==> config.mk <==
export PLATFORM = sky130hd
export DESIGN_NAME = plru_victim_select_flat
export DESIGN_NICKNAME = d
export VERILOG_FILES = /design/src/rtl/plru_victim_select_pkg.sv /design/src/rtl/plru_victim_select_if.sv /design/src/rtl/plru_victim_select.sv /design/src/flat_wrapper.sv
export SDC_FILE = /design/constraint.sdc
export NUM_CORES = 1
export LEC_CHECK = 0
export ABC_AREA = 1
export CAP_MARGIN = 15
export CORE_AREA = 2 2 206 157
export CTS_BUF_LIST = sky130_fd_sc_hd__clkbuf_8
export DETAILED_ROUTE_END_ITERATION = 7
export DIE_AREA = 0 0 208 159
export PLACE_DENSITY = 0.88
export SLEW_MARGIN = 20
export SYNTH_ARGS = -nofsm -noshare
export SYNTH_HDL_FRONTEND = slang
export SYNTH_SLANG_ARGS = --single-unit
export TNS_END_PERCENT = 10
==> constraint.sdc <==
create_clock -name clk -period 5.25 [get_ports clk]
set_clock_uncertainty 0.2 [all_clocks]
set_input_delay 0.7875 -clock clk [delete_from_list [all_inputs] [get_ports clk]]
set_output_delay 0.7875 -clock clk [all_outputs]
set_load 0.02 [all_outputs]
==> src/rtl/plru_victim_select_pkg.sv <==
// Shared constants and tree-indexing helper for the pseudo-LRU replacement unit.
package plru_victim_select_pkg;

    localparam int PLRU_NUMWAYS_DEF  = 4;
    localparam int PLRU_SETLEN_DEF   = 9;
    localparam int PLRU_NUMLINES_DEF = 128;

    // Bit position of tree node 'blk' on level 'level' (root is level 0).
    function automatic int tree_node_idx(input int numways, input int level, input int blk);
        return numways - 1 - (1 << level) - blk;
    endfunction

endpackage

==> src/rtl/plru_victim_select_if.sv <==
// Access-side bus between the cache controller FSM and the PLRU replacement unit.
interface plru_victim_select_if
    import plru_victim_select_pkg::*;
#(
    parameter int NUMWAYS = PLRU_NUMWAYS_DEF,
    parameter int SETLEN  = PLRU_SETLEN_DEF
);
    logic               CacheEn;
    logic [NUMWAYS-1:0] HitWay;
    logic [NUMWAYS-1:0] ValidWay;
    logic [SETLEN-1:0]  CacheSet;
    logic [SETLEN-1:0]  PAdr;
    logic               LRUWriteEn;
    logic               SetValid;
    logic [NUMWAYS-1:0] VictimWay;

    modport master (
        output CacheEn, HitWay, ValidWay, CacheSet, PAdr, LRUWriteEn, SetValid,
        input  VictimWay
    );

    modport slave (
        input  CacheEn, HitWay, ValidWay, CacheSet, PAdr, LRUWriteEn, SetValid,
        output VictimWay
    );
endinterface

==> src/rtl/plru_victim_select.sv <==
// Tree pseudo-LRU state per set: updates on hit/fill and selects the victim way on a miss.
module plru_victim_select
    import plru_victim_select_pkg::*;
#(
    parameter int NUMWAYS  = PLRU_NUMWAYS_DEF,
    parameter int SETLEN   = PLRU_SETLEN_DEF,
    parameter int NUMLINES = PLRU_NUMLINES_DEF
) (
    input  logic                 clk,
    input  logic                 reset,
    plru_victim_select_if.slave  lru_bus
);

    localparam int LOGNUMWAYS = $clog2(NUMWAYS);
    localparam int TREEW      = NUMWAYS - 1;
    localparam int IDXW       = (NUMLINES > 1) ? $clog2(NUMLINES) : 1;

    logic [TREEW-1:0]      r_mem [NUMLINES];
    logic [TREEW-1:0]      r_curr_lru;
    logic [TREEW-1:0]      w_next_lru;
    logic [LOGNUMWAYS-1:0] w_hit_idx;
    logic [LOGNUMWAYS-1:0] w_victim_idx;
    logic [LOGNUMWAYS-1:0] w_upd_idx;
    logic [LOGNUMWAYS-1:0] w_walk_idx;
    logic [NUMWAYS-1:0]    w_low_invalid;
    logic [NUMWAYS-1:0]    w_walk_way;
    logic [NUMWAYS-1:0]    w_victim_way;
    logic [IDXW-1:0]       w_wr_idx;
    logic [IDXW-1:0]       w_rd_idx;
    logic                  w_bypass;

    assign w_wr_idx = lru_bus.PAdr[IDXW-1:0];
    assign w_rd_idx = lru_bus.CacheSet[IDXW-1:0];
    assign w_bypass = lru_bus.LRUWriteEn && (lru_bus.PAdr == lru_bus.CacheSet);

    // One-hot to binary by OR-ing indices; an all-zero HitWay therefore maps to way 0.
    always_comb begin
        w_hit_idx    = '0;
        w_victim_idx = '0;
        for (int i = 0; i < NUMWAYS; i++) begin
            if (lru_bus.HitWay[i]) w_hit_idx    = w_hit_idx    | LOGNUMWAYS'(i);
            if (w_victim_way[i])   w_victim_idx = w_victim_idx | LOGNUMWAYS'(i);
        end
    end

    assign w_upd_idx = lru_bus.SetValid ? w_victim_idx : w_hit_idx;

    // Nodes on the accessed way's path point away from it; all others keep their value.
    for (genvar gi = 0; gi < LOGNUMWAYS; gi++) begin : g_level
        for (genvar gj = 0; gj < (1 << gi); gj++) begin : g_node
            localparam int NODE = tree_node_idx(NUMWAYS, gi, gj);
            assign w_next_lru[NODE] = ((int'(w_upd_idx) >> (LOGNUMWAYS - gi)) == gj)
                                      ? ~w_upd_idx[LOGNUMWAYS-1-gi]
                                      : r_curr_lru[NODE];
        end
    end

    // Root-to-leaf walk; the accumulated path prefix selects the node on the next level.
    always_comb begin : c_walk
        logic [TREEW-1:0] v_shift;
        v_shift    = '0;
        w_walk_idx = '0;
        for (int d = 0; d < LOGNUMWAYS; d++) begin
            v_shift    = r_curr_lru >> (NUMWAYS - 1 - (1 << d) - int'(w_walk_idx));
            w_walk_idx = (w_walk_idx << 1) | LOGNUMWAYS'(v_shift[0]);
        end
    end

    assign w_walk_way    = NUMWAYS'(1) << w_walk_idx;
    assign w_low_invalid = ~lru_bus.ValidWay & (lru_bus.ValidWay + NUMWAYS'(1));
    assign w_victim_way  = (&lru_bus.ValidWay) ? w_walk_way : w_low_invalid;
    assign lru_bus.VictimWay = w_victim_way;

    always_ff @(posedge clk or negedge reset) begin
        if (!reset) begin
            for (int i = 0; i < NUMLINES; i++) begin
                r_mem[i] <= '0;
            end
            r_curr_lru <= '0;
        end else if (lru_bus.CacheEn) begin
            if (lru_bus.LRUWriteEn) begin
                r_mem[w_wr_idx] <= w_next_lru;
            end
            r_curr_lru <= w_bypass ? w_next_lru : r_mem[w_rd_idx];
        end
    end

endmodule

==> src/flat_wrapper.sv <==
// flat-port wrapper written by rule: the top's interface ports become plain ports
module plru_victim_select_flat import plru_victim_select_pkg::*;
#(
    parameter int NUMWAYS  = PLRU_NUMWAYS_DEF,
    parameter int SETLEN   = PLRU_SETLEN_DEF,
    parameter int NUMLINES = PLRU_NUMLINES_DEF
)
  (clk, reset, lru_bus_CacheEn, lru_bus_HitWay, lru_bus_ValidWay, lru_bus_CacheSet, lru_bus_PAdr, lru_bus_LRUWriteEn, lru_bus_SetValid, lru_bus_VictimWay);
  plru_victim_select_if #(.NUMWAYS(NUMWAYS), .SETLEN(SETLEN)) lru_bus_i ();
  input  logic clk;
  input  logic reset;
  input wire logic [$bits(lru_bus_i.CacheEn)-1:0] lru_bus_CacheEn;
  input wire logic [$bits(lru_bus_i.HitWay)-1:0] lru_bus_HitWay;
  input wire logic [$bits(lru_bus_i.ValidWay)-1:0] lru_bus_ValidWay;
  input wire logic [$bits(lru_bus_i.CacheSet)-1:0] lru_bus_CacheSet;
  input wire logic [$bits(lru_bus_i.PAdr)-1:0] lru_bus_PAdr;
  input wire logic [$bits(lru_bus_i.LRUWriteEn)-1:0] lru_bus_LRUWriteEn;
  input wire logic [$bits(lru_bus_i.SetValid)-1:0] lru_bus_SetValid;
  output wire logic [$bits(lru_bus_i.VictimWay)-1:0] lru_bus_VictimWay;
  assign lru_bus_i.CacheEn = lru_bus_CacheEn;
  assign lru_bus_i.HitWay = lru_bus_HitWay;
  assign lru_bus_i.ValidWay = lru_bus_ValidWay;
  assign lru_bus_i.CacheSet = lru_bus_CacheSet;
  assign lru_bus_i.PAdr = lru_bus_PAdr;
  assign lru_bus_i.LRUWriteEn = lru_bus_LRUWriteEn;
  assign lru_bus_i.SetValid = lru_bus_SetValid;
  assign lru_bus_VictimWay = lru_bus_i.VictimWay;
  plru_victim_select #(.NUMWAYS(NUMWAYS), .SETLEN(SETLEN), .NUMLINES(NUMLINES)) u_core (.clk(clk), .reset(reset), .lru_bus(lru_bus_i));
endmodule
Word-level counts from Yosys, hierarchy flattened
Cells that the tools add are included.
W data, S select, Z words.
{"block": "totals", "regBits": 387, "inputBits": 31, "output_inout_bits": 4, "elab_cells": 166}
{"block": "classes", "n_addsub": 2, "n_lt_le_gt_ge": 3, "n_eq_ne": 1, "shifts": 2, "n_mux": 17, "bitwise": 7, "n_reduce_logical": 5}
{"op": "$bwmux W384", "n": 1}
{"op": "$logic_not A32 Y1", "n": 1}
{"op": "$shr A3 B32 Y1", "n": 1}
{"op": "$bmux W3 S7", "n": 1}
{"op": "$demux W3 S7", "n": 1}
{"op": "$ge A8 B8 Y1 const B", "n": 2}
{"op": "$not A7 Y8", "n": 2}
{"op": "$mux W3", "n": 4}
{"op": "$mux W2", "n": 5}
{"op": "$eq A9 B9 Y1", "n": 1}
{"op": "$lt A8 B1 Y1 const B", "n": 1}
{"op": "$add A4 B1 Y4 const B", "n": 1}
{"op": "$and A4 B4 Y4", "n": 1}
{"op": "$mux W1", "n": 4}
{"op": "$mux W4", "n": 1}
{"op": "$not A4 Y4", "n": 1}
{"op": "$reduce_and A4 Y1", "n": 1}
{"op": "$shl A1 B2 Y4 const A", "n": 1}
{"op": "$logic_and A1 B1 Y1", "n": 2}
{"op": "$not A1 Y1", "n": 2}
{"op": "$or A2 B1 Y2", "n": 1}
{"op": "$reduce_and A2 Y1", "n": 1}
{"op": "$sub A1 B1 Y2 const A", "n": 1}

Logic depth before layout (Yosys ltp)
{"block": "depth", "depth_word": 12, "ltp_mapped": 16, "ltp_nobuf": 13}

Worst setup path after synthesis
Ideal clock, no wire load.
{"block": "synth_path", "kind": "input port to output port", "start": "input lru_bus_ValidWay[1]", "end": "output lru_bus_VictimWay[0]", "arrival_time_ns": 1.659, "t_required_ns": 4.263, "path_slack_ns": 2.604, "path_stages": 2, "path_buffers": 0, "cell_sequence": "nand2_1 > o41ai_1"}
{"block": "synth_between", "elab_chain_cells": 2}
{"element": "start: declaration", "line": "flat_wrapper.sv:14", "rtl": "input wire logic [$bits(lru_bus_i.ValidWay)-1:0] lru_bus_ValidWay;"}
{"element": "$reduce_and A4 Y1", "line": "plru_victim_select.sv:71", "rtl": "assign w_victim_way = (&lru_bus.ValidWay) ? w_walk_way : w_low_invalid;"}
{"element": "$mux W4", "line": "plru_victim_select.sv:71"}
{"element": "end: declaration", "line": "flat_wrapper.sv:19", "rtl": "output wire logic [$bits(lru_bus_i.VictimWay)-1:0] lru_bus_VictimWay;"}
No other way between the ends.

Final worst setup path
{"block": "layout_path", "start": "input lru_bus_ValidWay[0]", "end": "output lru_bus_VictimWay[0]"}
{"block": "layout_between", "elab_chain_cells": 3, "elab_cells_between_ends": 5, "classes_between": "add/sub (1); mux (1); bitwise (2); reduce/logical (1)"}
{"element": "$add A4 B1 Y4 or $not A4 Y4 (tied branches)", "line": "plru_victim_select.sv:70", "rtl": "assign w_low_invalid = ~lru_bus.ValidWay & (lru_bus.ValidWay + NUMWAYS'(1));"}
{"element": "$and A4 B4 Y4", "line": "plru_victim_select.sv:70"}
{"element": "$mux W4 *", "line": "plru_victim_select.sv:71"}
Mark *: on every way between the ends. The rest lies on a longest branch, timed or not.

==> metrics.txt <==
root buf cell clkbuf_8; WHS Path Cells 2; WL/cell 18.4 µm; sequential fraction of the synthesis area 52.4%; Starting Density 59.7%; Main synth FF type dfrtp_1; grt total ovfl 0; PortBufs 33; critical path's largest stage delay 670 ps; num rows 56; fin area 20000 µm²; # fillers 2458; Setup crit start kind primary input; via count 17.0k; Multi-input gate area 7960 µm²; Reg clk slew, reported paths 60 ps; switching share of power 28.6%; Cell Int Power 4620 µW; DR vias/cell 6.07; setup TNS after final layout 0 ps; Placed Area 18900 µm²; element type at the critical path end output port; most numerous cell on the critical path clkdlybuf4s50_1; RSZ-0062 raised after global routing false; hpwl dp 30.1 mm; worst reg2reg path depth 10; min-delay worst type reg2reg; # setup viols final 0; sequential share of power 50.4%; Pleak 0.00900 µW; Worst Hold Endpoint u_core.r_mem[119]; core box area 31000 µm²; combinational fraction of design power 12.1%; Peak VDD IR 0.000220 V; die area 33100 µm²; mapped cell area 18500 µm²; Yosys warning count 0; Netlist cell types 33; insertion delay to the later sink of the worst-skew pair 660 ps; Worst Path Arrival 2450 ps; flop-to-flop setup slack 2150 ps; number of synthesized flops with an enable pin 0; R2R Path Start u_core.r_curr_lru[2]; hold_ws 284 ps; Place WS 1290 ps; Synth area leader dfrtp_1; Mapped Cells 2371; Mapped Nets 2402; nets@finish 2379; 1st-pass router iterations 8; Iteration-0 DRC Markers 2552; H-tree Lvls 2; Clock power frac 37.4%; largest cells by area after synthesis dfrtp_1, nand2_1, nand3_1; Final Hold Fails 0; max-slew violation count 0; num ports 35; total wire length 51.4 mm; reg-to-reg endpoint u_core.r_mem[87]; fin crit share 65.5%; post-layout minimum cycle time 3440 ps; Slew @ Worst Pin 1150 ps; Setup Fix Bufs, Post-CTS 0; crit path max fanout 4; CTS sink count 387; CP Cell Sequence clkdlybuf4s50_1 -> nand2_1 -> o41ai_1 -> clkdlybuf4s50_1; Total Power 6470 µW; Relative slew margins 23.2%; crit path kind in2out; synthesized area per cell 7.79 µm²; initial antenna violation count 1; CP max-delay cell clkdlybuf4s50_1; DR DRC count 0; worst setup margin 1810 ps; P&R area growth vs syn 8.41%; first-pass GRT wire length 83.5 mm; Register Area 9680 µm²; layout cells sized above 1 6.86%; status completed; total CTS buffers 55; FMAX 291 MHz; FF+latch count, synth 387; ANT nets after route 0; Pwr Density 323 nW/µm²; HP Start u_core.r_mem[119]; CTS Buffer Depth 3; number of max-cap violations 0; CTS tree built; CP required 4260 ps; async set-reset flop share out of synthesis 100%; Synth top area share 52.4%; GR Util All Layers 31.1%; Net Switching 1850 µW; Horiz. Die Dim 208 µm; GPL Wtd Cong 0.924; vias in the first global route 16.3k; largest net degree at the start of global routing 162; Die H 159 µm
-- critical path, delay by kind of cell --
kind	cells	cell delay, ps
buf+inv	2	1190
compound gates	1	360
simple gates	1	120
-- synthesized netlist by cell type, types with 5 or more instances --
cell and number:
a21oi_1 17, buf_1 9, buf_2 76, buf_4 11
clkbuf_1 33, dfrtp_1 387, inv_1 36, inv_2 12
nand2_1 939, nand2_2 27, nand3_1 352, nor2_1 54
nor3_1 8, nor3_2 5, o21ai_0 273, o21ai_1 106
-- how the worst max path moves through the flow --
stage	from	endpoint	slack (ps)	cells past startpoint
2_1_floorplan	lru_bus_ValidWay[1]	lru_bus_VictimWay[0]	2600	2
3_3_place_gp	lru_bus_ValidWay[0]	u_core.r_mem[306]	1360	11
3_5_place_dp	lru_bus_ValidWay[0]	u_core.r_mem[87]	1290	11
4_1_cts	lru_bus_ValidWay[0]	lru_bus_VictimWay[0]	1820	4
5_1_grt	lru_bus_ValidWay[0]	lru_bus_VictimWay[0]	1690	4
6_report	lru_bus_ValidWay[0]	lru_bus_VictimWay[0]	1810	4
-- cell families after synthesis --
| logic type | after synthesis | synth area share (%) |
|---|---|---|
| and+or+nand+nor | 1400 | 32.0 |
| AOI/OAI and AO/OA | 401 | 10.9 |
| DFF | 387 | 52.4 |
| buffers and inverters | 182 | 4.57 |
| xor gates and xnor gates | 1 | 0.0474 |
-- sequential cells by signal, indices dropped and copies added (netlist names) --
register,count
u_core.r_curr_lru,3
u_core.r_mem,384
-- area by class of cell --
cell class | instances | area share, %
Inverter | 48 | 0.931
Timing Repair Buffer | 54 | 2.77
Sequential cell | 387 | 48.4
Multi-Input combinational cell | 1802 | 39.7
Tap cell | 406 | 2.54
Clock buffer | 73 | 5.02
Clock inverter | 28 | 0.618
Antenna cell | 2 | 0.0250
-- timing repair --
item / in CTS / in global routing
hold buffers: 1 / 0
endpoints found under the hold margin: 78 / 0
gates resized for setup: 0 / 0
endpoints found under the setup margin: 0 / 0
-- per-stage QoR --
stage	utilization, %	cells
after detailed placement	61.0	2696
after floorplan	-	2371
after CTS	64.6	2798
after global routing	64.7	2798
final	64.7	2800
after global placement	61.0	2696
-- layout by cell type, fill, tap and decap left out, types with 4 or more instances in the layout --
cell type | synthesis | routed
nand2_2 | 27 | 27
buf_4 | 11 | 15
buf_12 | 0 | 5
nor2_1 | 54 | 54
clkbuf_8 | 0 | 73
nand3_1 | 352 | 352
o21ai_1 | 106 | 106
inv_1 | 36 | 56
o21ai_0 | 273 | 273
nor3_1 | 8 | 8
clkinv_2 | 0 | 6
clkdlybuf4s50_1 | 0 | 29
a21oi_1 | 17 | 17
dfrtp_1 | 387 | 387
inv_2 | 12 | 10
nor2_4 | 4 | 4
nor3_2 | 5 | 5
nand2_1 | 939 | 937
-- power groups by stage --
stage / Combinational [µW] / Sequential (µW) / Clock, µW
2_1_floorplan: 505 / 3280 / 0
3_3_place_gp: 741 / 3300 / 0
3_5_place_dp: 767 / 3310 / 0
4_1_cts: 772 / 3260 / 2430
5_1_grt: 866 / 3280 / 2570
6_report: 786 / 3260 / 2420
-- per-layer routing --
layer | wire length [µm] | GRT usage (%) | up-vias | part of all wire [%]
li1 | - | - | 7771 | -
met1 | 20500 | 42.6 | 7999 | 40
met2 | 22600 | 47.4 | 1030 | 44
met3 | 6290 | 8.86 | 189 | 12
met4 | 2010 | 12.2 | 2 | 3.9
met5 | 13 | 0 | - | 0.025
Note: power is estimated with default switching activity, not from simulation.
